<file path="config.mk">
export PLATFORM = sky130hd
export DESIGN_NAME = serial_adder_ctrl_flat
export DESIGN_NICKNAME = d
export VERILOG_FILES = /design/src/rtl/serial_adder_ctrl_if.sv /design/src/rtl/serial_adder_ctrl.sv /design/src/flat_wrapper.sv
export SDC_FILE = /design/constraint.sdc
export NUM_CORES = 1
export LEC_CHECK = 0
export CAP_MARGIN = 20
export CORE_UTILIZATION = 45
export DETAILED_ROUTE_END_ITERATION = 16
export GPL_TIMING_DRIVEN = 0
export PLACE_DENSITY = 0.74
export SYNTH_ARGS = -nofsm -noshare
export SYNTH_HDL_FRONTEND = slang
export SYNTH_SLANG_ARGS = --single-unit
</file>
<file path="constraint.sdc">
create_clock -name clk -period 1.22 [get_ports clk]
set_clock_uncertainty 0.15 [all_clocks]
set_input_delay 0.244 -clock clk [delete_from_list [all_inputs] [get_ports clk]]
set_output_delay 0.244 -clock clk [all_outputs]
set_load 0.02 [all_outputs]
</file>
<file path="src/rtl/serial_adder_ctrl_if.sv">
// Start/done handshake bundle for the bit-serial adder controller.
// The sub signal is present only when SERIAL_ADD_SUB_EN is defined.
interface serial_adder_ctrl_if #(
   parameter int unsigned WIDTH = 8
);
   logic             start;
   logic [WIDTH-1:0] a;
   logic [WIDTH-1:0] b;
   logic             cin;
`ifdef SERIAL_ADD_SUB_EN
   logic             sub;
`endif
   logic [2:0]       bit_sel;
   logic             busy;
   logic             done;
   logic [WIDTH-1:0] sum;
   logic             cout;

   modport master (
      output start, a, b, cin,
`ifdef SERIAL_ADD_SUB_EN
      output sub,
`endif
      input  bit_sel, busy, done, sum, cout
   );

   modport slave (
      input  start, a, b, cin,
`ifdef SERIAL_ADD_SUB_EN
      input  sub,
`endif
      output bit_sel, busy, done, sum, cout
   );
endinterface

</file>
<file path="src/rtl/serial_adder_ctrl.sv">
// Bit-serial WIDTH-bit adder: one full-adder bit per clock, LSB first, start/done handshake.
// Define SERIAL_ADD_SUB_EN to add a latched sub input that computes a-b instead of a+b+cin.
module serial_adder_ctrl #(
   parameter int unsigned WIDTH = 8
) (
   input logic               clk,
   input logic               rst,
   serial_adder_ctrl_if.slave io_bus
);
   localparam int unsigned CntW = $clog2(WIDTH) + 1;
   localparam logic [CntW-1:0] LastCnt = CntW'(WIDTH - 1);

   typedef enum logic [1:0] {StIdle, StRun, StDone} state_e;

   state_e           r_state;
   logic [WIDTH-1:0] r_a_sr;
   logic [WIDTH-1:0] r_b_sr;
   logic [WIDTH-1:0] r_sum;
   logic [CntW-1:0]  r_count;
   logic             r_carry;
   logic             r_cout;
   logic             r_busy;
   logic             r_done;
   logic [2:0]       r_bit_sel;

   logic [WIDTH-1:0] w_b_load;
   logic             w_cin_load;
   logic             w_fa_sum;
   logic             w_fa_carry;
   logic             w_last;

   // Subtract stores ~b so the shift register already holds the bit that enters bit_sel.
`ifdef SERIAL_ADD_SUB_EN
   assign w_b_load   = io_bus.sub ? ~io_bus.b : io_bus.b;
   assign w_cin_load = io_bus.sub | io_bus.cin;
`else
   assign w_b_load   = io_bus.b;
   assign w_cin_load = io_bus.cin;
`endif

   assign w_fa_sum   = r_a_sr[0] ^ r_b_sr[0] ^ r_carry;
   assign w_fa_carry = (r_a_sr[0] & r_b_sr[0]) | (r_a_sr[0] & r_carry) | (r_b_sr[0] & r_carry);
   assign w_last     = (r_count == LastCnt);

   always_ff @(posedge clk) begin
      if (rst) begin
         r_state   <= StIdle;
         r_a_sr    <= '0;
         r_b_sr    <= '0;
         r_sum     <= '0;
         r_count   <= '0;
         r_carry   <= 1'b0;
         r_cout    <= 1'b0;
         r_busy    <= 1'b0;
         r_done    <= 1'b0;
         r_bit_sel <= 3'b000;
      end else begin
         unique case (r_state)
            StIdle: begin
               if (io_bus.start) begin
                  r_a_sr    <= io_bus.a;
                  r_b_sr    <= w_b_load;
                  r_carry   <= w_cin_load;
                  r_count   <= '0;
                  r_sum     <= '0;
                  r_busy    <= 1'b1;
                  r_bit_sel <= {io_bus.a[0], w_b_load[0], w_cin_load};
                  r_state   <= StRun;
               end
            end
            StRun: begin
               r_a_sr  <= {1'b0, r_a_sr[WIDTH-1:1]};
               r_b_sr  <= {1'b0, r_b_sr[WIDTH-1:1]};
               r_sum   <= {w_fa_sum, r_sum[WIDTH-1:1]};
               r_carry <= w_fa_carry;
               r_count <= r_count + CntW'(1);
               // bit_sel is registered, so it is loaded with the next bit's operands.
               if (w_last) begin
                  r_cout    <= w_fa_carry;
                  r_done    <= 1'b1;
                  r_bit_sel <= 3'b000;
                  r_state   <= StDone;
               end else begin
                  r_bit_sel <= {r_a_sr[1], r_b_sr[1], w_fa_carry};
               end
            end
            StDone: begin
               r_done  <= 1'b0;
               r_busy  <= 1'b0;
               r_state <= StIdle;
            end
            default: begin
               r_state <= StIdle;
            end
         endcase
      end
   end

   assign io_bus.bit_sel = r_bit_sel;
   assign io_bus.busy    = r_busy;
   assign io_bus.done    = r_done;
   assign io_bus.sum     = r_sum;
   assign io_bus.cout    = r_cout;
endmodule

</file>
<file path="src/flat_wrapper.sv">
// flat-port wrapper written by rule: the top's interface ports become plain ports
module serial_adder_ctrl_flat 
#(
   parameter int unsigned WIDTH = 8
)
  (clk, rst, io_bus_start, io_bus_a, io_bus_b, io_bus_cin, io_bus_bit_sel, io_bus_busy, io_bus_done, io_bus_sum, io_bus_cout);
  serial_adder_ctrl_if #(.WIDTH(WIDTH)) io_bus_i ();
  input logic clk;
  input logic rst;
  input wire logic [$bits(io_bus_i.start)-1:0] io_bus_start;
  input wire logic [$bits(io_bus_i.a)-1:0] io_bus_a;
  input wire logic [$bits(io_bus_i.b)-1:0] io_bus_b;
  input wire logic [$bits(io_bus_i.cin)-1:0] io_bus_cin;
  output wire logic [$bits(io_bus_i.bit_sel)-1:0] io_bus_bit_sel;
  output wire logic [$bits(io_bus_i.busy)-1:0] io_bus_busy;
  output wire logic [$bits(io_bus_i.done)-1:0] io_bus_done;
  output wire logic [$bits(io_bus_i.sum)-1:0] io_bus_sum;
  output wire logic [$bits(io_bus_i.cout)-1:0] io_bus_cout;
  assign io_bus_i.start = io_bus_start;
  assign io_bus_i.a = io_bus_a;
  assign io_bus_i.b = io_bus_b;
  assign io_bus_i.cin = io_bus_cin;
  assign io_bus_bit_sel = io_bus_i.bit_sel;
  assign io_bus_busy = io_bus_i.busy;
  assign io_bus_done = io_bus_i.done;
  assign io_bus_sum = io_bus_i.sum;
  assign io_bus_cout = io_bus_i.cout;
  serial_adder_ctrl #(.WIDTH(WIDTH)) u_core (.clk(clk), .rst(rst), .io_bus(io_bus_i));
endmodule
</file>
==> summary.md <==
| Metric | Value |
|---|---|
| Layout area overhead | `80.6%` |
| Synthesized area | `1640 sq um` |
| CP Buf/Inv Count | `3` |
| Placed Cells | `258` |
| Register area share after synthesis | `0.451` |
| Total congestion overflow | `0` |
| Worst slew margin | `0.533` |
| Worst R2R Path Depth | `6` |
| YS warnings | `0` |
| Syn avg cell area | `9.08 sq um` |
| Reg2reg setup slack | `-0.22 ns` |
| Yosys cell types | `36` |
| Post-route ant nets | `0` |
| Hold Path Origin | `io_bus_start` |
| Clk buf depth | `2` |
| Vias in the first global route | `1717` |
| Crit path arrival time | `1.57 ns` |
| P_leak | `1.15 nW` |
| H-tree Lvls | `2` |
| Most common cell after layout, fill and taps aside | `buf_6` |
| Setup Viol. Count Final | `41` |
| ANT cells | `0` |
| WP data required | `~1.4 ns` |
| # DRC | `0` |
| Design Area, Final | `2970 sq um` |
| Period utilization | `1.18` |
| Largest net degree at the start of global routing | `11` |
| Layout cell share with drive strength beyond 1 | `0.662` |
| CTS buffer count | `5` |
| CP most frequent cell | `buf_12` |
| VDD IR max | `0.750 mV` |
| Crit-path max FO | `7` |
| Final-stage net count | `281` |
| Gate power share | `0.278` |
| Failing checks | `negative setup slack` |
| Final WL | `6.48 mm` |
| Outcome | `complete, but fails checks` |
| Total GRT Usage | `0.272` |
| Switching power of the nets | `856 uW` |
| Die Span Y | `between 60 and 70 um` |
| Critical path capture point type | `flop` |
| Tightest Pin Transition | `0.701 ns` |
| DR iter-0 viols | `121` |
| Fin. max-slew vios | `0` |
| Internal power | `1.91 mW` |
| Reg-to-reg startpoint | `u_core.r_state[0]$_SDFFE_PP0P_` |
| Startpoint types | `flop` |
| Root buffer cell | `clkbuf_4` |
| Post-Syn Nets | `203` |
| Minimum clock period | `1.44 ns` |
| Fin Hold WS | `0.234 ns` |
| Hold Path End | `u_core.r_a_sr[3]$_SDFFE_PP0P_` |
| Critical path class | `flop to flop` |
| Clk network pwr share | `0.237` |
| CP delay by family, top | `flip-flops` |
| Max-cap viol count | `0` |
| First-pass GRT wire length | `just over 8 mm` |
| Port bufs | `31` |
| Switching Share | `0.310` |
| Reg clk slew, reported paths | `0.12 ns` |
| Skew-Pair Late Insertion Delay | `between 0.3 and 0.4 ns` |
| Syn Inst Count | `181` |
| Cts-stage hold buffer count | `0` |
| Cells along the critical path | `buf_8 > buf_12 > buf_12 > nor2_4 > o2bb2ai_2 > a211oi_2` |
| Overall Power | `2.76 mW` |
| WL/cell | `around 21 um` |
| Reg-to-reg endpoint | `u_core.r_a_sr[2]$_SDFFE_PP0P_` |
| Die area | `3900 sq um` |
| Worst path slowest cell | `dfxtp_4` |
| TritonRoute pass-1 iters | `4` |
| Row count | `21` |
| Final HPWL DP | `roughly 2.8 mm` |
| Sequential power share | `0.485` |
| Final hold viol count | `0` |
| Synthesized flop and latch total | `37` |
| Most frequent cells in the layout | `34 x buf_6, 25 x buf_4, 24 x nor2_1` |
| Overall die width | `62.4 um` |
| IO Count | `34` |
| Dpl cell area | `2090 sq um` |
| Drt via density | `5.94` |
| Vias | `1817` |
| RSZ-0062 raised after global routing | `true` |
| Max incr delay on CP | `0.46 ns` |
| F_max | `~0.69 GHz` |
| Finished Layout Cells | `306` |
| Initial core utilization | `0.481` |
| # fillers | `170` |
| Setup WS post-layout | `-0.222 ns` |
| Clk sinks | `37` |
| CTS tree | `yes` |
| Initial antenna violation count | `0` |
| Final Wtd Congestion | `0.834` |
| Pwr Density | `931 nW/um^2` |
| Core area | `3420 sq um` |
| Hold crit path type | `primary input to flop` |
| Hold Path Depth | `3` |
==> power by group through the flow <==
stage | registers (mW) | logic [mW] | clock network (mW)
5_1_grt | 1.35 | 0.803 | 0.714
6_report | 1.34 | 0.769 | 0.653
3_5_place_dp | 1.35 | 0.425 | 0
3_3_place_gp | 1.35 | 0.414 | 0
4_1_cts | 1.32 | 0.614 | 0.619
2_1_floorplan | 1.36 | 0.261 | 0
==> per-stage QoR <==
stage	setup slack, ns	setup TNS, ns	utilization
2_1_floorplan	-0.124	-0.687	-
3_3_place_gp	-0.232	-6.97	0.612
3_5_place_dp	-0.243	-8.25	0.612
4_1_cts	-0.168	-3.22	0.764
5_1_grt	-0.248	-5.93	0.868
6_report	-0.222	-4.12	0.868
==> synthesized netlist by cell type <==
cell type	number	area share
o21bai_1	1	0.0046
nor2b_1	2	0.0076
a211oi_1	16	0.073
buf_4	1	0.0046
o211a_1	1	0.0061
o31ai_1	1	0.0046
a31oi_1	1	0.0038
nand3b_1	2	0.0091
a32oi_1	1	0.0053
o2bb2ai_1	12	0.064
a2bb2oi_1	1	0.0053
o21ba_1	1	0.0061
nand2_1	2	0.0046
inv_1	5	0.011
nor2_1	41	0.094
a221oi_1	1	0.0053
nand2b_4	1	0.0084
nor3_1	2	0.0061
fa_1	1	0.012
a22oi_1	9	0.041
and3b_1	1	0.0053
dfxtp_1	37	0.45
a21oi_1	5	0.015
nand2b_1	1	0.0038
buf_6	5	0.034
a21o_1	1	0.0046
or3_1	1	0.0038
nand3_1	4	0.012
buf_2	5	0.015
and2b_1	1	0.0046
mux2i_1	4	0.024
clkbuf_1	6	0.014
a311oi_1	3	0.016
clkinv_1	1	0.0023
o21ai_0	3	0.0091
ha_1	1	0.0076
==> final cells by class <==
type	instances	area, sq um	share of cell area
sequential	37	779	0.263
multi-input combinational	121	1160	0.393
buffer	13	123	0.0413
clock buffer	8	48.8	0.0164
tap	46	57.6	0.0194
inverter	6	33.8	0.0114
timing repair buffer	75	759	0.256
==> logic make-up after synthesis <==
kind of cell / after synthesis / synth area share
AOI/OAI and AO/OA: 57 / 0.264
and+or+nand+nor: 58 / 0.159
buffers and inverters: 23 / 0.0815
muxes: 4 / 0.0244
adders and majority gates: 2 / 0.0198
DFF: 37 / 0.451
==> registers in the layout, summed over array words and instances (netlist names) <==
signal                 cells
u_core.io_bus.busy         1
u_core.io_bus.cout         1
u_core.r_a_sr              8
u_core.io_bus.bit_sel      3
u_core.r_carry             1
u_core.r_state             2
u_core.io_bus.sum          8
u_core.r_count             4
u_core.r_b_sr              8
u_core.io_bus.done         1
==> how the worst max path moves through the flow <==
stage	from	to	slack, ns	cells after the start
6_report	u_core.r_state[0]$_SDFFE_PP0P_	u_core.r_a_sr[2]$_SDFFE_PP0P_	-0.22	6
5_1_grt	u_core.r_count[1]$_SDFFE_PP0P_	u_core.io_bus.bit_sel[0]$_SDFFE_PP0P_	-0.25	4
4_1_cts	u_core.r_carry$_SDFFE_PP0P_	u_core.io_bus.sum[7]$_SDFFE_PP0P_	-0.17	4
3_5_place_dp	rst	u_core.r_b_sr[2]$_SDFFE_PP0P_	-0.24	3
3_3_place_gp	io_bus_cin	u_core.io_bus.bit_sel[0]$_SDFFE_PP0P_	-0.23	4
2_1_floorplan	u_core.r_carry$_SDFFE_PP0P_	u_core.io_bus.sum[7]$_SDFFE_PP0P_	-0.12	4
==> worst min-delay path, stage by stage <==
cell and delay [ns]:
buf_2 0.25, o2bb2ai_2 0.15, a211oi_2 0.06
==> what timing repair did <==
item                                    4_1_cts  5_1_grt
endpoints found under the setup margin       51       51
gates cloned                                  4        0
pin swaps                                    31       24
setup buffers                                27       17
endpoints found under the hold margin         0        0
gates resized for setup                     146       80
==> per-layer routing <==
metal	global-route usage	wire length, um	up-vias
met5	0	0	-
met4	0.0901	165	0
met3	0.0639	441	18
met2	0.467	3320	99
met1	0.332	2550	891
li1	-	-	809
(Power assumes the default switching activity.)
==> variant: new RTL, same settings <==
`WIDTH` is set to 8 in 3 places; all go to 4.
--- a/src/rtl/serial_adder_ctrl_if.sv
+++ b/src/rtl/serial_adder_ctrl_if.sv
@@ -2,5 +2,5 @@
 // The sub signal is present only when SERIAL_ADD_SUB_EN is defined.
 interface serial_adder_ctrl_if #(
-   parameter int unsigned WIDTH = 8
+   parameter int unsigned WIDTH = 4
 );
    logic             start;
--- a/src/rtl/serial_adder_ctrl.sv
+++ b/src/rtl/serial_adder_ctrl.sv
@@ -2,5 +2,5 @@
 // Define SERIAL_ADD_SUB_EN to add a latched sub input that computes a-b instead of a+b+cin.
 module serial_adder_ctrl #(
-   parameter int unsigned WIDTH = 8
+   parameter int unsigned WIDTH = 4
 ) (
    input logic               clk,
--- a/src/flat_wrapper.sv
+++ b/src/flat_wrapper.sv
@@ -2,5 +2,5 @@
 module serial_adder_ctrl_flat 
 #(
-   parameter int unsigned WIDTH = 8
+   parameter int unsigned WIDTH = 4
 )
   (clk, rst, io_bus_start, io_bus_a, io_bus_b, io_bus_cin, io_bus_bit_sel, io_bus_busy, io_bus_done, io_bus_sum, io_bus_cout);
Ports: changed (resized io_bus_a, io_bus_b and io_bus_sum); port bits go from 34 to 22. No check against the original RTL was run, so the function may have changed too.
==> variant against the original RTL <==
  * The run still ends with setup timing left
  * Setup slack better by 31 ps
  * Sequential share of layout area up 2.9 points
  * Sequential power down 34%
  * Routed wire length down 50%
  * Clock power down 44%
  * Synthesized area down 34%
  * Synthesized cell count down 35%
  * Total power down 37%
  * Combinational power down 37%
  * Sequential cell count down 13
  * Final area down 42%
  * Via count down 42%
  * Highest routed layer unchanged
==> variant: results (changes against the original RTL) <==
critical_path:
  path_max_fanout: 2  # was 7
  cp_top_family: "adder cells"  # was flip-flops
  cpPeakStageDelay_ps: 560  # was 460 ps
  crit_arrival_ps: 1470  # was 1570 ps
  cp_slowest_cell: "fa_2"  # was dfxtp_4
global_routing:
  use_met2_pct: 37.50  # was 46.74%
  grt_util_all_layers_pct: 23.05  # was 27.18%
  use_met3_pct: 2.976  # was 6.387%
  grtUsageMet1_pct: 30.44  # was 33.18%
  grt_max_degree: 13  # was 11
  antenna_found_initial: 0  # unchanged
  grt_pass1_wl_mm: 4.340  # was 8.169 mm
  grt_pass1_vias: 909  # was 1717
  top_usage_layer: "met2"  # unchanged
synth:
  syn_nets: 133  # was 203
  synth.distinct_cells: 26  # was 36
  synthTopCellsByArea: "dfxtp_1 44%, o221a_2 6.2%, a21oi_1 6.0%"  # was dfxtp_1 45%, nor2_1 9.4%, a211oi_1 7.3%
  synth_cells: 118  # was 181
  ys_seq_area_share_pct: 44.19  # was 45.09%
  synth_commonest_cells: "24 x dfxtp_1, 13 x a21oi_1, 13 x nor2_1"  # was 41 x nor2_1, 37 x dfxtp_1, 16 x a211oi_1
routing:
  via_count: 1060  # was 1817
  first_pass_iters: 4  # unchanged
  wl_per_cell_um: 18.12  # was 21.17 um
  drt-initial-drc-count: 35  # was 121
power:
  cellLeakagePower_nw: 0.6709  # was 1.149 nW
  vdd_drop_max_mv: 0.7229  # was 0.7499 mV
worst_hold_path:
  hp-class: "in2reg"  # unchanged
clocking:
  htreeDepth: 1  # was 2
  cts_made_buffers: 3  # was 5
  cts_root_buffer: "clkbuf_4"  # unchanged
  insertion_delay_ps: 320  # was 360 ps
  clk_pin_slew_worst_paths_ps: 130
  clockBufferDepth: 2  # unchanged
finish:
  diodes: 0  # unchanged
  drive_above_1_share_pct: 55.92  # was 66.15%
  final_cells: 180  # was 306
timing:
  setup_slack_ps: -191.0  # was -222.3 ps
  setup_tns_ps: -2161  # was -4120 ps
  finalSetupViolCount: 24  # was 41
  worst_pin_slew_ps: 444.7  # was 700.9 ps
placement:
  gp_congestion: 0.7720  # was 0.8344
  dp.cells: 166  # was 258
  portBuffers: 20  # was 31
  hpwl_mm: 1.659  # was 2.838 mm
  place_area_um2: 1355  # was 2092 um^2
  place_ws_ps: -588.0  # was -243.3 ps
run_status:
  failed_checks: "setup timing"  # unchanged
  status: "finished, violations left"  # unchanged
==> variant: logic make-up after synthesis <==
group / after synthesis / share of synthesized area [%]
adders and majority gates: 3 / 4.142
buffers and inverters: 16 / 6.905
and+or+nand+nor: 32 / 15.53
DFF: 24 / 44.19
muxes: 5 / 4.603
AOI/OAI and AO/OA: 38 / 24.63
==> variant: path summary, 6_finish.rpt <==
check,from,end,slack (ps),cells past startpoint
worst max-delay path,u_core.r_a_sr[0]$_SDFFE_PP0P_,u_core.io_bus.sum[3]$_SDFFE_PP0P_,-190,4
worst min-delay path,rst,u_core.r_state[0]$_SDFFE_PP0P_,130,2
worst max register to register,u_core.r_a_sr[0]$_SDFFE_PP0P_,u_core.io_bus.sum[3]$_SDFFE_PP0P_,-190,4
worst min register to register,u_core.r_a_sr[3]$_SDFFE_PP0P_,u_core.r_a_sr[3]$_SDFFE_PP0P_,340,2
==> variant: layout make-up <==
type	count	area [um^2]
multi-input cells	78	705.7
fillers	156	521.8
flip-flops and latches	24	505.5
repair buffers	32	351.6
plain buffers	8	86.33
well taps	28	35.03
inverters	7	26.28
clock buffers	3	22.52
==> variant: timing repair <==
| action | 4_1_cts | 5_1_grt |
|---|---|---|
| cloned | 2 | 1 |
| pin swaps | 20 | 12 |
| endpoints found under the setup margin | 30 | 32 |
| setup buffers | 6 | 3 |
| resized for setup | 81 | 46 |
==> variant: worst reg2reg max path, delay by kind of cell, from the launching register on <==
family / cells / cell delay [ps]
simple gates: 1 / 50
compound gates: 1 / 130
buf+inv: 1 / 50
fa+ha+maj: 1 / 570
flops: 1 / 360
==> variant: report_power, final <==
part / switching, mW / leakage (nW) / internal, mW
combinational: 0.216 / 0.453 / 0.270
clock: 0.248 / 0.0138 / 0.116
sequential: 0.0458 / 0.204 / 0.835
total: 0.510 / 0.671 / 1.22
==> variant: layer usage <==
| metal | vias to the layer above | part of all wire [%] | wire length [um] |
|---|---|---|---|
| met3 | 6 | 6.0 | 195 |
| met1 | 528 | 42 | 1384 |
| li1 | 486 | - | - |
| met4 | 0 | 1.2 | 38 |
| met5 | - | 0 | 0 |
| met2 | 40 | 50 | 1644 |
